File: config.mk
export PLATFORM = sky130hd
export DESIGN_NAME = divide
export DESIGN_NICKNAME = d
export VERILOG_FILES = /design/src/rtl/divide.sv
export SDC_FILE = /design/constraint.sdc
export NUM_CORES = 1
export LEC_CHECK = 0
export ABC_AREA = 1
export ABC_CLOCK_PERIOD_IN_PS = 2400
export CAP_MARGIN = 25
export CORE_MARGIN = 2
export CORE_UTILIZATION = 50
export DETAILED_ROUTE_END_ITERATION = 10
export DONT_BUFFER_PORTS = 1
export PLACE_DENSITY = 0.68
export SYNTH_ARGS = -nofsm -noshare
export SYNTH_HDL_FRONTEND = slang
export SYNTH_SLANG_ARGS = --single-unit
File: constraint.sdc
create_clock -name clk -period 2.4 [get_ports clk]
set_input_delay 0.72 -clock clk [delete_from_list [all_inputs] [get_ports clk]]
set_output_delay 0.72 -clock clk [all_outputs]
set_load 0.005 [all_outputs]
File: src/rtl/divide.sv
// Iterative restoring divider, one quotient bit per clock.
// Level-held div_begin / div_end handshake shared with the multiply unit.
// Optional macro DIV_SIGNED_EN: treat operands as two's complement; the
// unsigned core runs on magnitudes and signs are restored on completion.
// Without the macro the unit is purely unsigned.
module divide #(
   parameter int WIDTH = 32
) (
   input  logic             clk,
   input  logic             resetn,
   input  logic             div_begin,
   input  logic [WIDTH-1:0] div_op1,
   input  logic [WIDTH-1:0] div_op2,
   output logic [WIDTH-1:0] quotient,
   output logic [WIDTH-1:0] remainder,
   output logic             div_by_zero,
   output logic             div_end
);

   localparam int CW = $clog2(WIDTH + 1);

   typedef enum logic [1:0] {
      IDLE,
      BUSY,
      DONE
   } state_t;

   state_t state, next_state;

   // The dividend register doubles as the quotient register: each step
   // shifts a dividend bit out of the top and a quotient bit into the bottom.
   logic [WIDTH-1:0] dividend_sr;
   logic [WIDTH-1:0] divisor_r;
   logic [WIDTH-1:0] part_rem;
   logic [CW-1:0]    count;

   logic             load_op;
   logic             run_iter;
   logic             finish;
   logic             last_iter;

   logic [WIDTH-1:0] shifted_low;
   logic             shifted_carry;
   logic             fits;
   logic [WIDTH-1:0] rem_next;
   logic [WIDTH-1:0] quot_next;

   logic [WIDTH-1:0] op1_mag;
   logic [WIDTH-1:0] op2_mag;
   logic [WIDTH-1:0] quot_final;
   logic [WIDTH-1:0] rem_final;

`ifdef DIV_SIGNED_EN
   logic             quot_neg;
   logic             rem_neg;
   logic [WIDTH-1:0] dividend_orig;

   // Magnitudes feed the unsigned core; the most-negative value maps to itself,
   // which is still the correct unsigned magnitude.
   always_comb begin
      op1_mag = div_op1[WIDTH-1] ? -div_op1 : div_op1;
      op2_mag = div_op2[WIDTH-1] ? -div_op2 : div_op2;
   end

   // Restore signs on completion; a zero divisor reports the raw dividend.
   always_comb begin
      quot_final = quot_neg ? -quot_next : quot_next;
      rem_final  = rem_neg ? -rem_next : rem_next;
      if (divisor_r == '0) begin
         quot_final = '1;
         rem_final  = dividend_orig;
      end
   end

   // Sign flags and the original dividend are captured with the operands.
   always_ff @(posedge clk or negedge resetn) begin
      if (!resetn) begin
         quot_neg      <= 1'b0;
         rem_neg       <= 1'b0;
         dividend_orig <= '0;
      end else if (load_op) begin
         quot_neg      <= div_op1[WIDTH-1] ^ div_op2[WIDTH-1];
         rem_neg       <= div_op1[WIDTH-1];
         dividend_orig <= div_op1;
      end
   end
`else
   // Unsigned build: operands go straight into the core.
   always_comb begin
      op1_mag = div_op1;
      op2_mag = div_op2;
   end

   // Unsigned build: the core result is the final result; a zero divisor
   // naturally yields all-ones quotient and the dividend as remainder.
   always_comb begin
      quot_final = quot_next;
      rem_final  = rem_next;
   end
`endif

   // State register.
   always_ff @(posedge clk or negedge resetn) begin
      if (!resetn) begin
         state <= IDLE;
      end else begin
         state <= next_state;
      end
   end

   // Next-state logic: dropping div_begin aborts BUSY or releases DONE.
   always_comb begin
      next_state = state;
      case (state)
         IDLE: if (div_begin) next_state = BUSY;
         BUSY: begin
            if (!div_begin) begin
               next_state = IDLE;
            end else if (last_iter) begin
               next_state = DONE;
            end
         end
         DONE: if (!div_begin) next_state = IDLE;
         default: next_state = IDLE;
      endcase
   end

   // Control decode from the current state.
   always_comb begin
      last_iter = (count == CW'(WIDTH - 1));
      load_op   = (state == IDLE) && div_begin;
      run_iter  = (state == BUSY) && div_begin;
      finish    = run_iter && last_iter;
   end

   // One restoring step; the shifted remainder is WIDTH+1 bits, its top bit
   // carried separately so the subtraction stays WIDTH bits wide.
   always_comb begin
      shifted_carry = part_rem[WIDTH-1];
      shifted_low   = {part_rem[WIDTH-2:0], dividend_sr[WIDTH-1]};
      fits          = shifted_carry || (shifted_low >= divisor_r);
      rem_next      = fits ? (shifted_low - divisor_r) : shifted_low;
      quot_next     = {dividend_sr[WIDTH-2:0], fits};
   end

   // Core datapath: capture operands, then iterate while BUSY.
   always_ff @(posedge clk or negedge resetn) begin
      if (!resetn) begin
         dividend_sr <= '0;
         divisor_r   <= '0;
         part_rem    <= '0;
         count       <= '0;
      end else if (load_op) begin
         dividend_sr <= op1_mag;
         divisor_r   <= op2_mag;
         part_rem    <= '0;
         count       <= '0;
      end else if (run_iter) begin
         dividend_sr <= quot_next;
         part_rem    <= rem_next;
         count       <= count + CW'(1);
      end
   end

   // Result registers update only on the final iteration; div_end tracks DONE.
   always_ff @(posedge clk or negedge resetn) begin
      if (!resetn) begin
         quotient    <= '0;
         remainder   <= '0;
         div_by_zero <= 1'b0;
         div_end     <= 1'b0;
      end else begin
         if (finish) begin
            quotient    <= quot_final;
            remainder   <= rem_final;
            div_by_zero <= (divisor_r == '0);
         end
         div_end <= (next_state == DONE);
      end
   end

endmodule

# --- After elaboration in Yosys (flattened, before gate mapping) ---
# Index checks and enable logic that the tools add are counted.
op_classes:
  add_sub_neg: 2
  magnitude_cmp: 1
  n_eq_ne: 4
  muxes: 12
  n_reduce_logical: 7
op_table:
  columns: ["cell", "n"]
  rows:
  - ["2-to-1 mux 32 bit", 5]
  - [">= comparator 32 bit", 1]
  - ["zero test 32 bit", 1]
  - ["subtractor 32 bit", 1]
  - ["2-to-1 mux 6 bit", 2]
  - ["2-to-1 mux 2 bit", 4]
  - ["adder 6 x 1 -> 6 bit, second input constant", 1]
  - ["equality test 6 x 5 -> 1 bit, second input constant", 1]
  - ["one-hot mux 2 bit (3 select lines)", 1]
  - ["equality test 2 bit, second input constant", 2]
  - ["logical AND 1 bit", 3]
  - ["equality test 2 x 1 -> 1 bit, second input constant", 1]
  - ["zero test 2 bit", 1]
  - ["nonzero test 2 bit", 1]
  - ["logical OR 1 bit", 1]
totals:
  ff_bits: 170
  wordCells: 35

# --- Longest topological paths before layout ---
# Gate-level depths: netlist of the first run.
logic_depth:
  word_depth: 5
  depth_mapped: 18
  ltp_nobuf: 17

# --- Worst setup path after synthesis of the first run ---
# OpenSTA, ideal clock, no wires.
synth_path:
  path_type: "reg2reg"
  start: "register dividend_sr[31]"
  end: "register remainder[22]"
  setup_time_ns: 0.117
  arrival_ns: 2.032
  required_ns: 2.283
  setup_slack_ns: 0.250
  stages_incl_launch_ff: 19
  path_cell_list: "dfrtp_1 inv_1 ha_1 fa_1 inv_1 nand2_1 nand2_1 nand3_1 nand2_2 nand2_2 nand3_1 nand2_2 nand2_4 inv_2 buf_6 nand2_1 nand2_1 nand2_1 nand2_1"
synth_between:
  elab_chain_cells: 3
synth_lines:
  columns: ["element", "line_no", "rtl"]
  rows:
  - ["from (decl)", "32", "logic [WIDTH-1:0] dividend_sr;"]
  - ["from (signal assigned)", "154", "dividend_sr <= op1_mag;"]
  - ["from (signal assigned)", "159", "dividend_sr <= quot_next;"]
  - [">= comparator 32 bit", "141", "fits = shifted_carry || (shifted_low >= divisor_r);"]
  - ["logical OR 1 bit", "141", null]
  - ["2-to-1 mux 32 bit (*)", "142", "rem_next = fits ? (shifted_low - divisor_r) : shifted_low;"]
  - ["to (signal assigned)", "175", "remainder <= rem_final;"]
  - ["to (decl)", "15", "output logic [WIDTH-1:0] remainder,"]
# Every way passes the cells marked *; elsewhere a longest branch is shown, timed or not.
# A chain may end at the register's enable or synchronous reset.

# --- Worst setup path after layout of the first run ---
layout_path:
  start: "register dividend_sr[31]"
  end: "register remainder[8]"
# Same word-level chain as after synthesis.

==> metrics.csv, run 1 <==
stage,metric,value,unit
timing,timing.final.crit_share,93.6,%
yosys,post_synthesis_instance_area,9610,um^2
die,floorplan.die.width,143,um
yosys,seq_area_frac_synth,44.3,%
power_and_ir_drop,power.leakage,6.00,nW
die,dieHeight,143,um
die,ioPinCount,133,
yosys,synth-seq-cells,170,
die,coreArea,18800,um^2
die,start_util,51.2,%
worst_setup_path,critical_path_buf_inv_count,4,
worst_setup_path,max_stage_delay,370,ps
timing,worst_slew_pin_slew,757,ps
yosys,postSynthAreaPerCell,7.01,um^2
global_route,grt_pass1_wl,42.9,mm
power_and_ir_drop,max-vdd-ir-drop,0.000700,V
layout,antenna_cells_inserted,0,
worst_setup_path,worstSetupStartpoint,dividend_sr[31],
drt,post_drt_wl_per_cell,16.3,um
worst_setup_path,worst-endpoint-required,2730,ps
layout,flow.area_growth_from_synthesis,12.7,%
status,result_of_the_run,"complete, but fails checks",
global_route,globalRouteOverflowTotal,0,
yosys,post-synth-top-area-cell,sky130_fd_sc_hd__dfrtp_1,
layout,nNetsFinal,1485,
layout,fin_util,57.7,%
yosys,syn_inst,1370,
drt,drt-initial-drc-count,732,
timing,report.final.setup_viol,0,
worst_setup_path,cp_top_family,simple AND/OR/NAND/NOR gates,
placement,hpwl,18.9,mm
placement,io_buffer_count,0,
worst_setup_path,worstRegToRegCells,18,
worst_setup_path,crit_chain,inv_1 -> ha_2 -> fa_2 -> inv_2 -> nand2_1 -> nand2_1 -> nand3_1 -> nand2_2 -> nand2_2 -> nand3_1 -> nand2_2 -> nand2_4 -> inv_2 -> buf_12 -> nand2_1 -> nand2_1 -> nand2_1 -> nand2_1,
worst_setup_path,worst-setup-path-type,reg -> reg,
placement,gp_routability_congestion,0.938,
worst_setup_path,worstReg2RegStart,dividend_sr[31],
clock_network,cts_made_buffers,17,
clock_network,cts.sinks,170,
timing,slew_viol_final,0,
die,std_cell_rows,50,
global_route,largest_net_degree_at_the_start_of_global_routing,171,
drt,detail_route.first_pass.iterations,5,
timing,fmaxAchievable,0.445,GHz
die,die_area,20300,um^2
yosys,mappedNetlistNets,1471,
drt,dr_vias,8528,
drt,avgViaCountPerCell,5.23,
global_route,grt_antenna_before_repair,0,
placement,placement.setup.worst_slack,42.3,ps
clock_network,worst_skew_pair.late_latency,440,ps
timing,layout_min_cycle_time,2250,ps
worst_setup_path,worst_ep_arrival_time,2570,ps
worst_hold_path,hold_class,in -> async,
timing,skew,7.38,ps
clock_network,clock_pin_transition_on_the_worst_setup_and_hold_timing_paths,70,ps
worst_setup_path,critical_path_peak_fanout,9,
timing,layout_setup_ws,153,ps
worst_setup_path,crit_slowest_cell,sky130_fd_sc_hd__fa_2,
yosys,yosysUniqueCellTypes,39,
layout,post_route_cells_drive_above_1_share,8.09,%
status,failed_checks,hold timing,
power_and_ir_drop,p_per_area,1090,nW/um^2
drt,drt_wl_total,26.6,mm
clock_network,clk_root_buffer_cell,sky130_fd_sc_hd__clkbuf_16,
worst_setup_path,crit_top_cell,sky130_fd_sc_hd__nand2_1,
clock_network,cts_tree,built,
drt,route.antenna.remaining_nets,0,
worst_setup_path,critPathLaunchType,flop,
clock_network,cts-htree-levels,4,
worst_setup_path,worstSetupPathDepth,18,
global_route,grt_pass1_vias,8307,
worst_setup_path,critical_path.endpoint_type,flop,
yosys,post_synth_main_area_contributors,"sky130_fd_sc_hd__dfrtp_1 44%, sky130_fd_sc_hd__nand2_1 25%, sky130_fd_sc_hd__inv_1 6.8%",
job,number_of_maximum_capacitance_constraint_violations,0,
drt,drc,0,
yosys,ys.warnings.count,0,
timing,worst_hold_margin,-21.8,ps
global_route,grt_usage,27.1,%
timing,number_of_endpoints_with_negative_hold_slack_in_the_final_report,11,
timing,slew-limit-headroom,49.5,%
yosys,synth_top_area_share,44.3,%
clock_network,cts.path.max_buffers,2,
==> per-layer routing <==
metal  track usage, %  routed length [um]  up-vias
met2             43.9               12600      239
met5                0                   0        -
li1                 -                   -     4259
met1             36.4               11900     3985
met3             5.10                1400       45
met4             10.3                 799        0
==> placed cells by master (no fill, tap or decap), types with 10 or more instances in the layout <==
| master | n |
|---|---|
| sky130_fd_sc_hd__nand2_1 | 649 |
| sky130_fd_sc_hd__nand3_1 | 93 |
| sky130_fd_sc_hd__o211ai_1 | 19 |
| sky130_fd_sc_hd__nor2_1 | 44 |
| sky130_fd_sc_hd__ha_1 | 21 |
| sky130_fd_sc_hd__a21oi_1 | 19 |
| sky130_fd_sc_hd__o21ai_0 | 41 |
| sky130_fd_sc_hd__nand4_1 | 13 |
| sky130_fd_sc_hd__xor2_1 | 10 |
| sky130_fd_sc_hd__dfrtp_1 | 170 |
| sky130_fd_sc_hd__buf_4 | 30 |
| sky130_fd_sc_hd__clkbuf_16 | 17 |
| sky130_fd_sc_hd__inv_1 | 170 |
==> cells in the mapped netlist <==
master,number
sky130_fd_sc_hd__o221ai_1,1
sky130_fd_sc_hd__xor2_1,10
sky130_fd_sc_hd__and3_1,1
sky130_fd_sc_hd__o211ai_1,19
sky130_fd_sc_hd__ha_1,33
sky130_fd_sc_hd__nor2_1,49
sky130_fd_sc_hd__and2_2,1
sky130_fd_sc_hd__o21ai_0,41
sky130_fd_sc_hd__nor3_1,8
sky130_fd_sc_hd__inv_2,4
sky130_fd_sc_hd__xnor2_1,5
sky130_fd_sc_hd__o31ai_1,2
sky130_fd_sc_hd__o21ai_1,1
sky130_fd_sc_hd__nor2_4,1
sky130_fd_sc_hd__inv_1,173
sky130_fd_sc_hd__buf_1,5
sky130_fd_sc_hd__nor2_2,3
sky130_fd_sc_hd__buf_2,12
sky130_fd_sc_hd__a21oi_1,21
sky130_fd_sc_hd__nand3_1,93
sky130_fd_sc_hd__nand3b_1,4
sky130_fd_sc_hd__nand2_2,4
sky130_fd_sc_hd__nand2_4,1
sky130_fd_sc_hd__nor3_2,1
sky130_fd_sc_hd__fa_1,1
sky130_fd_sc_hd__or2_1,2
sky130_fd_sc_hd__nand4_1,13
sky130_fd_sc_hd__and2_1,1
sky130_fd_sc_hd__dfrtp_1,170
sky130_fd_sc_hd__o22ai_1,1
sky130_fd_sc_hd__buf_4,3
sky130_fd_sc_hd__o21bai_1,1
sky130_fd_sc_hd__or2_2,1
sky130_fd_sc_hd__a21oi_2,1
sky130_fd_sc_hd__a22oi_1,1
sky130_fd_sc_hd__buf_6,3
sky130_fd_sc_hd__clkbuf_1,21
sky130_fd_sc_hd__nor4_1,6
sky130_fd_sc_hd__nand2_1,652
==> area by class of cell <==
class	count	area, um^2
Clock buffer	19	453
Inverter	177	664
Clock inverter	12	155
Fill cell	1781	7940
Tap cell	234	293
Multi-Input combinational cell	979	4630
Timing Repair Buffer	39	374
Sequential cell	170	4250
==> state kept, by name, indices dropped and copies added, names as in the netlist <==
register	cells
divisor_r	32
part_rem	32
div_end	1
dividend_sr	32
count	6
quotient	32
div_by_zero	1
state	2
remainder	32
==> report_power, final <==
group / internal, W / switching, W
registers: 0.00321 / 0.000318
logic: 0.00197 / 0.00345
clock network: 0.00162 / 0.00125
total: 0.00680 / 0.00502
==> metrics by stage <==
step	cell area [um^2]	hold WS (ps)	std cells	power, W	TNS, ps
after floorplan	9610	424	1370	0.00713	0
after global placement	10000	434	1596	0.00855	0
after detailed placement	10000	433	1596	0.00859	0
after CTS	10600	-31.5	1627	0.0115	0
after global routing	10800	-36.1	1630	0.0127	-101
final	10800	-21.8	1630	0.0118	0
==> logic make-up after synthesis <==
family	after synthesis	synth area share [%]
simple gates	841	35.4
xor+xnor	15	1.37
buf+inv	221	9.14
compound gates	89	5.33
flops	170	44.3
fa+ha+maj	34	4.51
==> timing repair <==
item | 4_1_cts | 5_1_grt
gates resized for setup | 0 | 32
hold endpoints to repair | 170 | 106
setup buffers | 0 | 3
endpoints found under the setup margin | 0 | 65
==> worst paths after layout <==
check,endpoint,slack [ps]
setup reg to reg,remainder[8],150
max in group asynchronous,divisor_r[19],2050
setup / recovery,remainder[8],150
min in group clk,divisor_r[1],400
hold reg to reg,quotient[5],500
hold / removal,remainder[20],-20
(Power assumes the default switching activity.)
==> inputs of run 2 (changes only) <==
--- a/config.mk
+++ b/config.mk
@@ -9,9 +9,10 @@
 export ABC_CLOCK_PERIOD_IN_PS = 2400
 export CAP_MARGIN = 25
-export CORE_MARGIN = 2
+export CORE_MARGIN = 5
 export CORE_UTILIZATION = 50
 export DETAILED_ROUTE_END_ITERATION = 10
 export DONT_BUFFER_PORTS = 1
 export PLACE_DENSITY = 0.68
+export SKIP_LAST_GASP = 1
 export SYNTH_ARGS = -nofsm -noshare
 export SYNTH_HDL_FRONTEND = slang
==> constraint.sdc (replaced) <==
create_clock -name clk -period 2.4 [get_ports clk]
set_input_delay 0.48 -clock clk [delete_from_list [all_inputs] [get_ports clk]]
set_output_delay 0.48 -clock clk [all_outputs]
set_load 0.005 [all_outputs]
==> run 2 against run 1 <==
The flow still finishes with violations (hold timing); global-route usage is 1.5 points lower; die area is 8.6% higher; first-iteration DRC count is 26% lower; critical path depth shrank 4; utilization is 0.94 points higher; clock skew increased by 5.7 ps; final cell count is 2.7% higher; non-clock buffer count is 17 higher; combinational power is 3.9% higher; largest cell class unchanged; highest routed layer unchanged.
==> metrics.csv, run 2 (synthesis results as in run 1) <==
stage,metric,value,unit
status,result_of_the_run,"complete, but fails checks",
status,failed_checks,hold timing,
global_route,fraction_of_met2_tracks_used_by_global_routing,41.9,%
layout,layout.cells.most_common,sky130_fd_sc_hd__nand2_1,
clock_network,cts.path.max_buffers,2,
worst_setup_path,worst-endpoint-required,2730,ps
global_route,grt_usage,25.6,%
worst_setup_path,max_stage_delay,470,ps
global_route,grt_antenna_before_repair,0,
die,dieHeight,149,um
drt,drc,0,
worst_setup_path,critical_path.endpoint_type,flop,
clock_network,cts.sinks,170,
die,coreArea,18800,um^2
worst_setup_path,critPathLaunchType,flop,
layout,antenna_cells_inserted,0,
worst_setup_path,crit_top_cell,sky130_fd_sc_hd__nand2_1,
die,ioPinCount,133,
global_route,globalRouteOverflowTotal,0,
drt,avgViaCountPerCell,5.15,
die,std_cell_rows,50,
worst_setup_path,crit_chain,ha_4 -> nand2_1 -> nand2_1 -> nand2_1 -> nand2_1 -> a21oi_2 -> nor2_1 -> nor2_1 -> buf_4 -> nand2_4 -> buf_8 -> or2_2 -> nand3_1 -> nand2_1,
layout,post_route_cells_drive_above_1_share,10.2,%
worst_hold_path,hold_class,in -> async,
power_and_ir_drop,p_per_area,1090,nW/um^2
worst_setup_path,crit_slowest_cell,sky130_fd_sc_hd__dfrtp_2,
global_route,global_route.usage.met3,4.88,%
timing,layout_min_cycle_time,2270,ps
job,number_of_maximum_capacitance_constraint_violations,0,
timing,worst_hold_margin,-255,ps
clock_network,clock_pin_transition_on_the_worst_setup_and_hold_timing_paths,80,ps
timing,skew,13.1,ps
timing,rsz0062_at_grt,true,
layout,layout_common_cells,"643 x sky130_fd_sc_hd__nand2_1, 169 x sky130_fd_sc_hd__dfrtp_1, 168 x sky130_fd_sc_hd__inv_1",
layout,flow.area_growth_from_synthesis,14.9,%
clock_network,cts_made_buffers,17,
worst_setup_path,worstReg2RegStart,part_rem[16],
placement,hpwl,19.9,mm
clock_network,worst_skew_pair.late_latency,440,ps
timing,report.final.setup_viol,0,
worst_setup_path,critical_path_peak_fanout,12,
drt,detail_route.first_pass.iterations,7,
timing,timing.final.crit_share,94.7,%
worst_setup_path,worst-setup-path-type,reg -> reg,
placement,gp_routability_congestion,0.950,
drt,drt-initial-drc-count,543,
placement,placement.setup.worst_slack,-75.3,ps
clock_network,clk_root_buffer_cell,sky130_fd_sc_hd__clkbuf_16,
power_and_ir_drop,power.leakage,6.09,nW
global_route,grt_util_met1,33.9,%
worst_setup_path,worstRegToRegCells,14,
placement,io_buffer_count,0,
timing,fmaxAchievable,0.440,GHz
drt,route.antenna.remaining_nets,0,
die,die_area,22100,um^2
drt,post_drt_wl_per_cell,16.6,um
worst_setup_path,critical_path_buf_inv_count,2,
worst_setup_path,worst_ep_arrival_time,2610,ps
global_route,gr-max-usage-layer,met2,
timing,layout_setup_ws,127,ps
worst_setup_path,worst_r2r_endpoint,remainder[9],
drt,dr_vias,8616,
global_route,largest_net_degree_at_the_start_of_global_routing,171,
timing,number_of_endpoints_with_negative_hold_slack_in_the_final_report,170,
global_route,grt_pass1_wl,45.2,mm
power_and_ir_drop,max-vdd-ir-drop,0.000687,V
die,start_util,51.0,%
die,floorplan.die.width,149,um
timing,setup-tns-final,0,ps
layout,nNetsFinal,1502,
timing,slew_viol_final,0,
global_route,grt_pass1_vias,8588,
worst_setup_path,ff2ff_setup_slack,130,ps
layout,fin_util,58.6,%
power_and_ir_drop,totalPowerFinal,0.0121,W
worst_setup_path,cp_top_family,simple AND/OR/NAND/NOR gates,
clock_network,cts-htree-levels,4,
drt,drt_wl_total,27.8,mm
timing,slew-limit-headroom,49.0,%
timing,worst_slew_pin_slew,765,ps
clock_network,cts_tree,built,
-- run 2: per-layer routing --
metal / wire length (um) / vias to the layer above
met5: 0 / -
met4: 932 / 0
met3: 1530 / 53
met2: 13300 / 241
met1: 12000 / 4015
li1: - / 4307
-- run 2: worst max-delay path by stage --
stage | from | endpoint | slack, ps | cells past startpoint
after floorplan | dividend_sr[31] | remainder[22] | 250 | 18
after global placement | dividend_sr[31] | remainder[4] | 70 | 16
after detailed placement | dividend_sr[31] | remainder[5] | -80 | 16
after CTS | dividend_sr[31] | remainder[12] | 0.9 | 16
after global routing | part_rem[26] | remainder[5] | -10 | 12
final | part_rem[16] | remainder[9] | 130 | 14
-- run 2: layout make-up --
type                       instances  area, um^2
clock buffer                      17         425
multi-input combinational        979        4680
inverter                         177         664
clock inverter                    15         204
timing repair buffer              56         482
sequential                       170        4260
tap                              260         325
fill                            1783        7790
-- run 2: worst reg2reg max path: cells and delay by family (launching register included) --
kind,cells,cell delay (ps)
AO/OA/AOI/OAI,1,180
AND/OR/NAND/NOR,10,960
buffers and inverters,2,300
flip-flops,1,470
adder cells (fa/ha/maj),1,260
-- run 2: timing repair --
item | 4_1_cts | 5_1_grt
endpoints found under the setup margin | 30 | 65
setup buffers | 0 | 2
hold endpoints to repair | 170 | 170
resized for setup | 2 | 44
pin swaps | 0 | 7
-- run 2: through the flow --
step                cell area, um^2  std cells
floorplan                      9610       1370
global placement              10200       1640
detailed placement            10200       1640
CTS                           10800       1672
global route                  11000       1674
finish                        11000       1674
-- run 2: report_power, final --
part           internal, W  switching [W]  total (W)
Sequential         0.00321       0.000324    0.00354
Clock              0.00152        0.00139    0.00291
Combinational      0.00213        0.00350    0.00563
